===== config.mk =====
export PLATFORM = sky130hd
export DESIGN_NAME = reg_dest_scoreboard
export DESIGN_NICKNAME = d
export VERILOG_FILES = /design/src/rtl/reg_dest_scoreboard.sv
export SDC_FILE = /design/constraint.sdc
export NUM_CORES = 1
export LEC_CHECK = 0
export ABC_AREA = 1
export BUFFER_PORTS_ARGS = -buffer_cell sky130_fd_sc_hd__buf_4
export CORE_AREA = 2 2 114 127
export DETAILED_ROUTE_END_ITERATION = 10
export DIE_AREA = 0 0 116 129
export GPL_ROUTABILITY_DRIVEN = 1
export SETUP_SLACK_MARGIN = 0.5
export SLEW_MARGIN = 20
export SYNTH_ARGS = -nofsm -noshare
export SYNTH_HDL_FRONTEND = slang
export SYNTH_SLANG_ARGS = --single-unit
export TNS_END_PERCENT = 50

===== constraint.sdc =====
create_clock -name clk -period 4.1 [get_ports clk]
set_clock_uncertainty 0.1 [all_clocks]
set_input_delay 1.23 -clock clk [delete_from_list [all_inputs] [get_ports clk]]
set_output_delay 1.23 -clock clk [all_outputs]
set_load 0.005 [all_outputs]

===== src/rtl/reg_dest_scoreboard.sv =====
// Pending-write scoreboard for the 32 GPRs: counts in-flight writes per register and flags
// rs/rt hazards for decode. Optional same-cycle writeback bypass under `WB_BYPASS_EN.
module reg_dest_scoreboard #(
  parameter int unsigned ADDR_W = 5,
  parameter int unsigned NREG   = 32,
  parameter int unsigned CNT_W  = 2
) (
  input  logic              clk,
  input  logic              rst,
  input  logic              issue_valid,
  input  logic [ADDR_W-1:0] issue_dest,
  output logic              issue_ready,
  input  logic              wb_valid,
  input  logic [ADDR_W-1:0] wb_dest,
  input  logic [ADDR_W-1:0] rs_addr,
  input  logic [ADDR_W-1:0] rt_addr,
  output logic              rs_busy,
  output logic              rt_busy,
  output logic [NREG-1:0]   busy_vec,
  output logic              underflow_err
);

  localparam logic [CNT_W-1:0] CntMax = '1;
  localparam logic [CNT_W-1:0] CntOne = CNT_W'(1);

  logic [CNT_W-1:0] cnt_q [NREG];
  logic [CNT_W-1:0] cnt_d [NREG];
  logic             underflow_q, underflow_d;

  logic inc, dec, wb_miss;
  logic rs_wb_clear, rt_wb_clear;

  // A saturated counter back-pressures issue so the counter can never wrap.
  always_comb begin
    issue_ready = (issue_dest == '0) || (cnt_q[issue_dest] != CntMax);
    inc         = issue_valid && issue_ready && (issue_dest != '0);
    dec         = wb_valid && (wb_dest != '0) && (cnt_q[wb_dest] != '0);
    wb_miss     = wb_valid && (wb_dest != '0) && (cnt_q[wb_dest] == '0);
  end

  always_comb begin
    for (int i = 0; i < int'(NREG); i++) begin
      cnt_d[i] = cnt_q[i];
      if (i != 0) begin
        unique case ({inc && (issue_dest == ADDR_W'(i)), dec && (wb_dest == ADDR_W'(i))})
          2'b10:   cnt_d[i] = cnt_q[i] + CntOne;
          2'b01:   cnt_d[i] = cnt_q[i] - CntOne;
          default: cnt_d[i] = cnt_q[i];
        endcase
      end else begin
        cnt_d[i] = '0;
      end
    end
    underflow_d = underflow_q || wb_miss;
  end

  always_ff @(posedge clk) begin
    if (rst) begin
      for (int i = 0; i < int'(NREG); i++) begin
        cnt_q[i] <= '0;
      end
      underflow_q <= 1'b0;
    end else begin
      for (int i = 0; i < int'(NREG); i++) begin
        cnt_q[i] <= cnt_d[i];
      end
      underflow_q <= underflow_d;
    end
  end

  always_comb begin
    for (int i = 0; i < int'(NREG); i++) begin
      busy_vec[i] = (i != 0) && (cnt_q[i] != '0);
    end
  end

`ifdef WB_BYPASS_EN
  // The last outstanding writer is in WB now; the RF write lands before the read.
  always_comb begin
    rs_wb_clear = wb_valid && (wb_dest == rs_addr) && (cnt_q[rs_addr] == CntOne);
    rt_wb_clear = wb_valid && (wb_dest == rt_addr) && (cnt_q[rt_addr] == CntOne);
  end
`else
  always_comb begin
    rs_wb_clear = 1'b0;
    rt_wb_clear = 1'b0;
  end
`endif

  always_comb begin
    rs_busy       = busy_vec[rs_addr] && !rs_wb_clear;
    rt_busy       = busy_vec[rt_addr] && !rt_wb_clear;
    underflow_err = underflow_q;
  end

endmodule


# ---- Word-level counts from Yosys, hierarchy flattened
# Memories as Yosys holds them, arrays and structs flattened.
# Cells that the tools add are included.
dict set report word_totals {
  ram_bits 64
  regBits 1
  mem_count 1
  in_bits 24
  out_inout_bits 36
}
dict set report op_classes {
  bitwise 32
  eq_ne 125
  magnitude_cmp 2
  reduce_logical 105
  n_mux 70
  addsub 62
}
# name words word_bits rd rd_clocked_by_memory_dff wr line_no
set memory_table {}
lappend memory_table {cnt_q 32 2 33 0 32 26} ;# logic [CNT_W-1:0] cnt_q [NREG];
# operator count
set op_table {}
lappend op_table {{5-bit equality test (second input constant)} 32}
lappend op_table {{2-bit one-hot mux with 2 select lines} 31}
lappend op_table {{5-bit by 4-bit equality test with 1-bit output (second input constant)} 16}
lappend op_table {{1-bit logical AND} 67}
lappend op_table {{2-bit two-way mux} 32}
lappend op_table {{2-bit nonzero test} 32}
lappend op_table {{2-bit by 1-bit adder with 2-bit output (second input constant)} 31}
lappend op_table {{2-bit by 1-bit equality test with 1-bit output (second input constant)} 31}
lappend op_table {{2-bit equality test (second input constant)} 31}
lappend op_table {{2-bit by 1-bit subtractor with 2-bit output (second input constant)} 31}
lappend op_table {{5-bit by 3-bit equality test with 1-bit output (second input constant)} 8}
lappend op_table {{1-bit OR} 32}
lappend op_table {{5-bit by 2-bit equality test with 1-bit output (second input constant)} 4}
lappend op_table {{5-bit by 6-bit < comparator with 1-bit output (second input constant)} 2}
lappend op_table {{1-bit binary-select mux with 5-bit select} 2}
lappend op_table {{5-bit by 1-bit equality test with 1-bit output (second input constant)} 2}
lappend op_table {{5-bit nonzero test} 2}
lappend op_table {{5-bit logical NOT} 1}
lappend op_table {{1-bit two-way mux} 5}
lappend op_table {{2-bit logical NOT} 1}
lappend op_table {{1-bit logical OR} 2}
lappend op_table {{2-bit != test (second input constant)} 1}

# ---- Logic depth before layout (Yosys ltp)
# An unclocked memory read counts as a cell.
dict set report depth {
  ltp_word 9
  depth_mapped 20
}

# ---- Least setup slack after synthesis
# OpenSTA, ideal clock, no wires.
dict set report synth_timing {
  kind {input to output}
  startpoint {input port rs_addr[0]}
  endpoint {output port rs_busy}
  path_stages 7
  path_buffers 1
  slack_ns 0.397
  arrival_time_ns 2.373
  path_cell_list {buf_2 -> clkinv_1 -> nor2_1 -> a21oi_1 -> a21oi_1 -> a21oi_1 -> a32oi_1}
}
dict set report synth_between {
  elab_chain_cells 2
}
# element line_no
set synth_lines {}
lappend synth_lines {{from (decl)} 15} ;# input logic [ADDR_W-1:0] rs_addr,
lappend synth_lines {{1-bit binary-select mux with 5-bit select} 91} ;# rs_busy = busy_vec[rs_addr] && !rs_wb_clear;
lappend synth_lines {{1-bit two-way mux (implied by the code)} 91}
lappend synth_lines {{to (decl)} 17} ;# output logic rs_busy,
# Every way passes these cells. The select of a mux whose other input is x is not followed.

# ---- Worst setup path after layout
dict set report layout_timing {
  startpoint {input port issue_dest[0]}
  endpoint {output port issue_ready}
}
dict set report layout_between {
  elab_chain_cells 3
  elab_cells_between_ends 4
  classes_between {eq/ne: 1; reduce/logical: 2; memory: 1}
}
# element line_no
set layout_lines {}
lappend layout_lines {{from (decl)} 11} ;# input logic [ADDR_W-1:0] issue_dest,
lappend layout_lines {{memory 32 x 2 bit} -}
lappend layout_lines {{2-bit != test} 35} ;# issue_ready = (issue_dest == '0) || (cnt_q[issue_dest] != CntMax);
lappend layout_lines {{1-bit logical OR (*)} 35}
lappend layout_lines {{to (decl)} 12} ;# output logic issue_ready,
# Mark *: on every way between the ends. The rest lies on a longest branch, timed or not.

==> summary by stage <==
Yosys
The cell taking the most area after synthesis is sky130_fd_sc_hd__dfxtp_1. The mapped cell area is 5900 sq um. The area fraction of the dominant cell type after synthesis is 21.4%. Counting every net in the synthesized netlist gives 1074. The fraction of the mapped netlist area in adder cells is between 6 and 7%.

The proportion of register bits with asynchronous set or reset after synthesis is 0%. The count of mapped cells out of synthesis is between 1k and 1.5k. By instance count, the leading cell after synthesis is sky130_fd_sc_hd__nand2_1. The share of the Yosys chip area taken by registers is 21.4%. The simple-gate portion of the synthesized area is ~42%. The number of distinct standard cells referenced by the synthesized netlist is 36. After synthesis, the most frequently instantiated cells are sky130_fd_sc_hd__nand2_1, sky130_fd_sc_hd__nor2_1, sky130_fd_sc_hd__inv_1. The Yosys step of the flow raised 0 warnings. Sorting the synthesized cells by area gives the leading types as sky130_fd_sc_hd__dfxtp_1, sky130_fd_sc_hd__nand2_1, sky130_fd_sc_hd__nor2_1, sky130_fd_sc_hd__a21oi_1, sky130_fd_sc_hd__inv_1. The share of cell area taken by muxes after synthesis is 0.170%. After synthesis, the largest family of logic cells by area is simple AND/OR/NAND/NOR gates.

Dividing the synthesized area by the synthesized cell count gives 5.79 sq um. The synthesized netlist devotes around 15% of its cell area to compound gates. The synthesized netlist devotes 3.42% of its cell area to XOR and XNOR gates.

The prevailing post-synth register cell is sky130_fd_sc_hd__dfxtp_1. The number of flops mapped to enable cells by yosys is 0. Synthesis inferred 63 register bits.

Cells and area
The layout has 1425 filler cells. The antenna diode count is 0. The fraction of final layout cells sized beyond drive strength 1 is between 15 and 20%.

The count of nets after finishing is 1151. The layout-stage area growth over the synthesis result is 24.8%.

Floorplanning
Once the floorplan was initialized, standard cells occupied 43.3% of the core. The core region is 13600 sq um. The count of pins on the block boundary is 60. The number of standard-cell rows in the floorplan is 45. The die covers 15000 sq um. The die is around 120 microns wide. The floorplan die height is between 100 and 150 microns.

Min path
The count of cells along the worst hold path is 2. The tightest min-delay check is of the flop to flop type.

Timing
Derived from the worst setup path, the maximum achievable clock frequency is between 0.2 and 0.3 GHz. The final-report setup violation count is 0. The fraction of the cycle the final worst path needs is 92.4%.

Setup total negative slack on the finished layout was measured at 0 ns. The worst pin sits at a relative slew slack of 52.2%. The final number of hold-violating endpoints came to 0.

The final max-slew violation count is 0. The minimum clock period is around 3.8 ns. Setup repair after global routing could not meet its margin everywhere. The tightest hold path in the finished design has a slack of ~0.35 ns.

At the pin with the least slew margin, the transition time is 0.717 ns.

Critical path
The sort of element at the end of the critical path is a primary output. The data arrival time of the critical path is 2.46 ns. The startpoint type of the worst setup path is an input port. Of all nets on the critical path, the largest fanout is 7. The critical path in this run is classified as input port to primary output. The depth of the most critical reg-to-reg path is 16. The endpoint required time on the critical path is 2.77 ns.

Global routing
Global routing used 29.7% of the available tracks. Entering global routing, the biggest net connects 64 pins. The via count of the first global-routing pass is between 6k and 7k. For this run the aggregate overflow at the end of global routing stands at 0. The first global-routing pass estimated between 30 and 40 mm of wire. The number of antenna violations at the first check in global routing was 0.

Pwr
For this design the total switching power over the nets is around 0.50 mW. For this design the ratio of total power to cell area is 234 nW/um^2. The part of the total power dissipated in sequential elements is 36.4%.

The leakage dissipation is around 3.5 nW. The internal power of the cells totals 1.22 mW. Combinational cells account for 18.0% of the total power. Of the total power, the clock network draws 45.5%. The switching share of total power is 29.1%. The peak supply drop is 176 uV. The total power consumption of the routed design is 1.72 mW.

Status
The flow ran to the end, and the final reports show no timing, DRC or antenna violations.

Detailed routing
Summed over all layers, the routed wires come to 21.9 mm. In the final routed layout, each cell accounts on average for 17.0 microns. For this block, the initial DRC count from the detailed router was 712. The post-route antenna net violation count is 0. The count of unresolved DRC violations after routing is 0. The via total after detailed routing is about 7.0k. The first detailed-routing pass ran for 5 iterations.

Dividing the detail-routed via count by the number of cells gives 5.47.

Place
Buffers placed on the I/O ports in this run total between 50 and 60. The placed wire-length estimate after detailed placement is 16.6 mm. The congestion estimate from routability-driven global placement came to 0.990.

Clocking
In this run the number of H-tree levels came out at 3. For this design, the sink count on the clock tree is 63. TritonCTS built the clock tree.

Clock tree synthesis selected as its root buffer the cell sky130_fd_sc_hd__clkbuf_16. The longest clock path from root to sink contains 2 buffers. The TritonCTS buffer count is 9. The clock network latency to the later pin of the worst-skew pair is between 0.3 and 0.4 ns. Clock-pin slew was measured on the worst setup and hold paths at 0.05 ns.

Flow run
The tool flagged a number of max-cap violations equal to 0.
==> stage by stage <==
stage          cells  cell area [sq um]  util, %  setup slack, ns
6_report        1288               7360     54.0            0.312
5_1_grt         1288               7360     54.0            0.261
4_1_cts         1279               7120     52.2            0.340
3_5_place_dp    1258               6670     49.0            0.130
3_3_place_gp    1258               6670     49.0            0.126
2_1_floorplan   1019               5900        -            0.524
==> what timing repair did <==
| item | in CTS | in global routing |
|---|---|---|
| gates cloned | 1 | 2 |
| hold endpoints to repair | 0 | 0 |
| setup buffers | 5 | 7 |
| pin swaps | 4 | 24 |
| gates resized for setup | 22 | 44 |
| setup endpoints to repair | 3 | 52 |
| hold buffers | 0 | 0 |
==> state kept, by name, summed over array words and instances, names as in the netlist <==
| name | flops |
|---|---|
| cnt_q | 62 |
| underflow_err | 1 |
==> placed cells by master (no fill, tap or decap), types with 16 or more instances in the layout <==
cell type	n
sky130_fd_sc_hd__a21oi_1	90
sky130_fd_sc_hd__a31o_2	16
sky130_fd_sc_hd__buf_4	86
sky130_fd_sc_hd__dfxtp_1	63
sky130_fd_sc_hd__ha_1	31
sky130_fd_sc_hd__inv_1	109
sky130_fd_sc_hd__nand2_1	249
sky130_fd_sc_hd__nand3_1	45
sky130_fd_sc_hd__nand4_1	35
sky130_fd_sc_hd__nor2_1	166
sky130_fd_sc_hd__nor3_1	44
sky130_fd_sc_hd__xor2_1	21
==> power groups by stage <==
stage | clock [mW] | sequential [mW] | combinational [mW]
after global routing | 0.829 | 0.628 | 0.334
after CTS | 0.801 | 0.627 | 0.283
final | 0.784 | 0.627 | 0.311
after floorplan | 0 | 0.637 | 0.155
after global placement | 0 | 0.640 | 0.266
after detailed placement | 0 | 0.640 | 0.266
==> path summary, 6_finish.rpt <==
kind | startpoint | endpoint | slack, ns
setup reg to reg | cnt_q[18][0] | cnt_q[4][1] | 1.37
hold reg to reg | underflow_err | underflow_err | 0.35
hold / removal | underflow_err | underflow_err | 0.35
setup / recovery | issue_dest[0] | issue_ready | 0.31
==> layer usage <==
metal | vias up | part of all wire (%) | wire [microns] | GRT usage (%)
met4 | 0 | 4.0 | 876 | 12.9
met1 | 3168 | 43 | 9460 | 39.7
met5 | - | 0 | 0 | 0
met3 | 70 | 8.7 | 1910 | 6.31
li1 | 3467 | - | - | -
met2 | 339 | 44 | 9700 | 46.1
==> critical path: stages <==
cell                      delay, ns
sky130_fd_sc_hd__buf_12        0.13
sky130_fd_sc_hd__nor2_4        0.12
sky130_fd_sc_hd__buf_12        0.14
sky130_fd_sc_hd__buf_6         0.11
sky130_fd_sc_hd__a22oi_1       0.07
sky130_fd_sc_hd__nand2_1       0.08
sky130_fd_sc_hd__nand2_1       0.05
sky130_fd_sc_hd__nand2_1       0.06
sky130_fd_sc_hd__inv_1         0.04
sky130_fd_sc_hd__nand2_1       0.08
sky130_fd_sc_hd__nand3_2       0.07
sky130_fd_sc_hd__and2_4        0.17
sky130_fd_sc_hd__buf_6         0.11
==> cells by family after synthesis <==
family          after synthesis
simple gates                588
other cells                   1
mux                           1
xor+xnor                     23
buf+inv                     163
flops                        63
compound gates              149
fa+ha+maj                    31
==> area by class of cell <==
class                   count  area, sq um  share of cell area, %
clock buffers              10          239                   3.25
well taps                 188          235                   3.20
repair inverters            1         5.00                 0.0680
multi-input cells         793         4110                   55.8
flip-flops and latches     63         1260                   17.1
inverters                 123          488                   6.63
clock inverters             5         58.8                  0.799
repair buffers            105          963                   13.1
(Power assumes the default switching activity.)
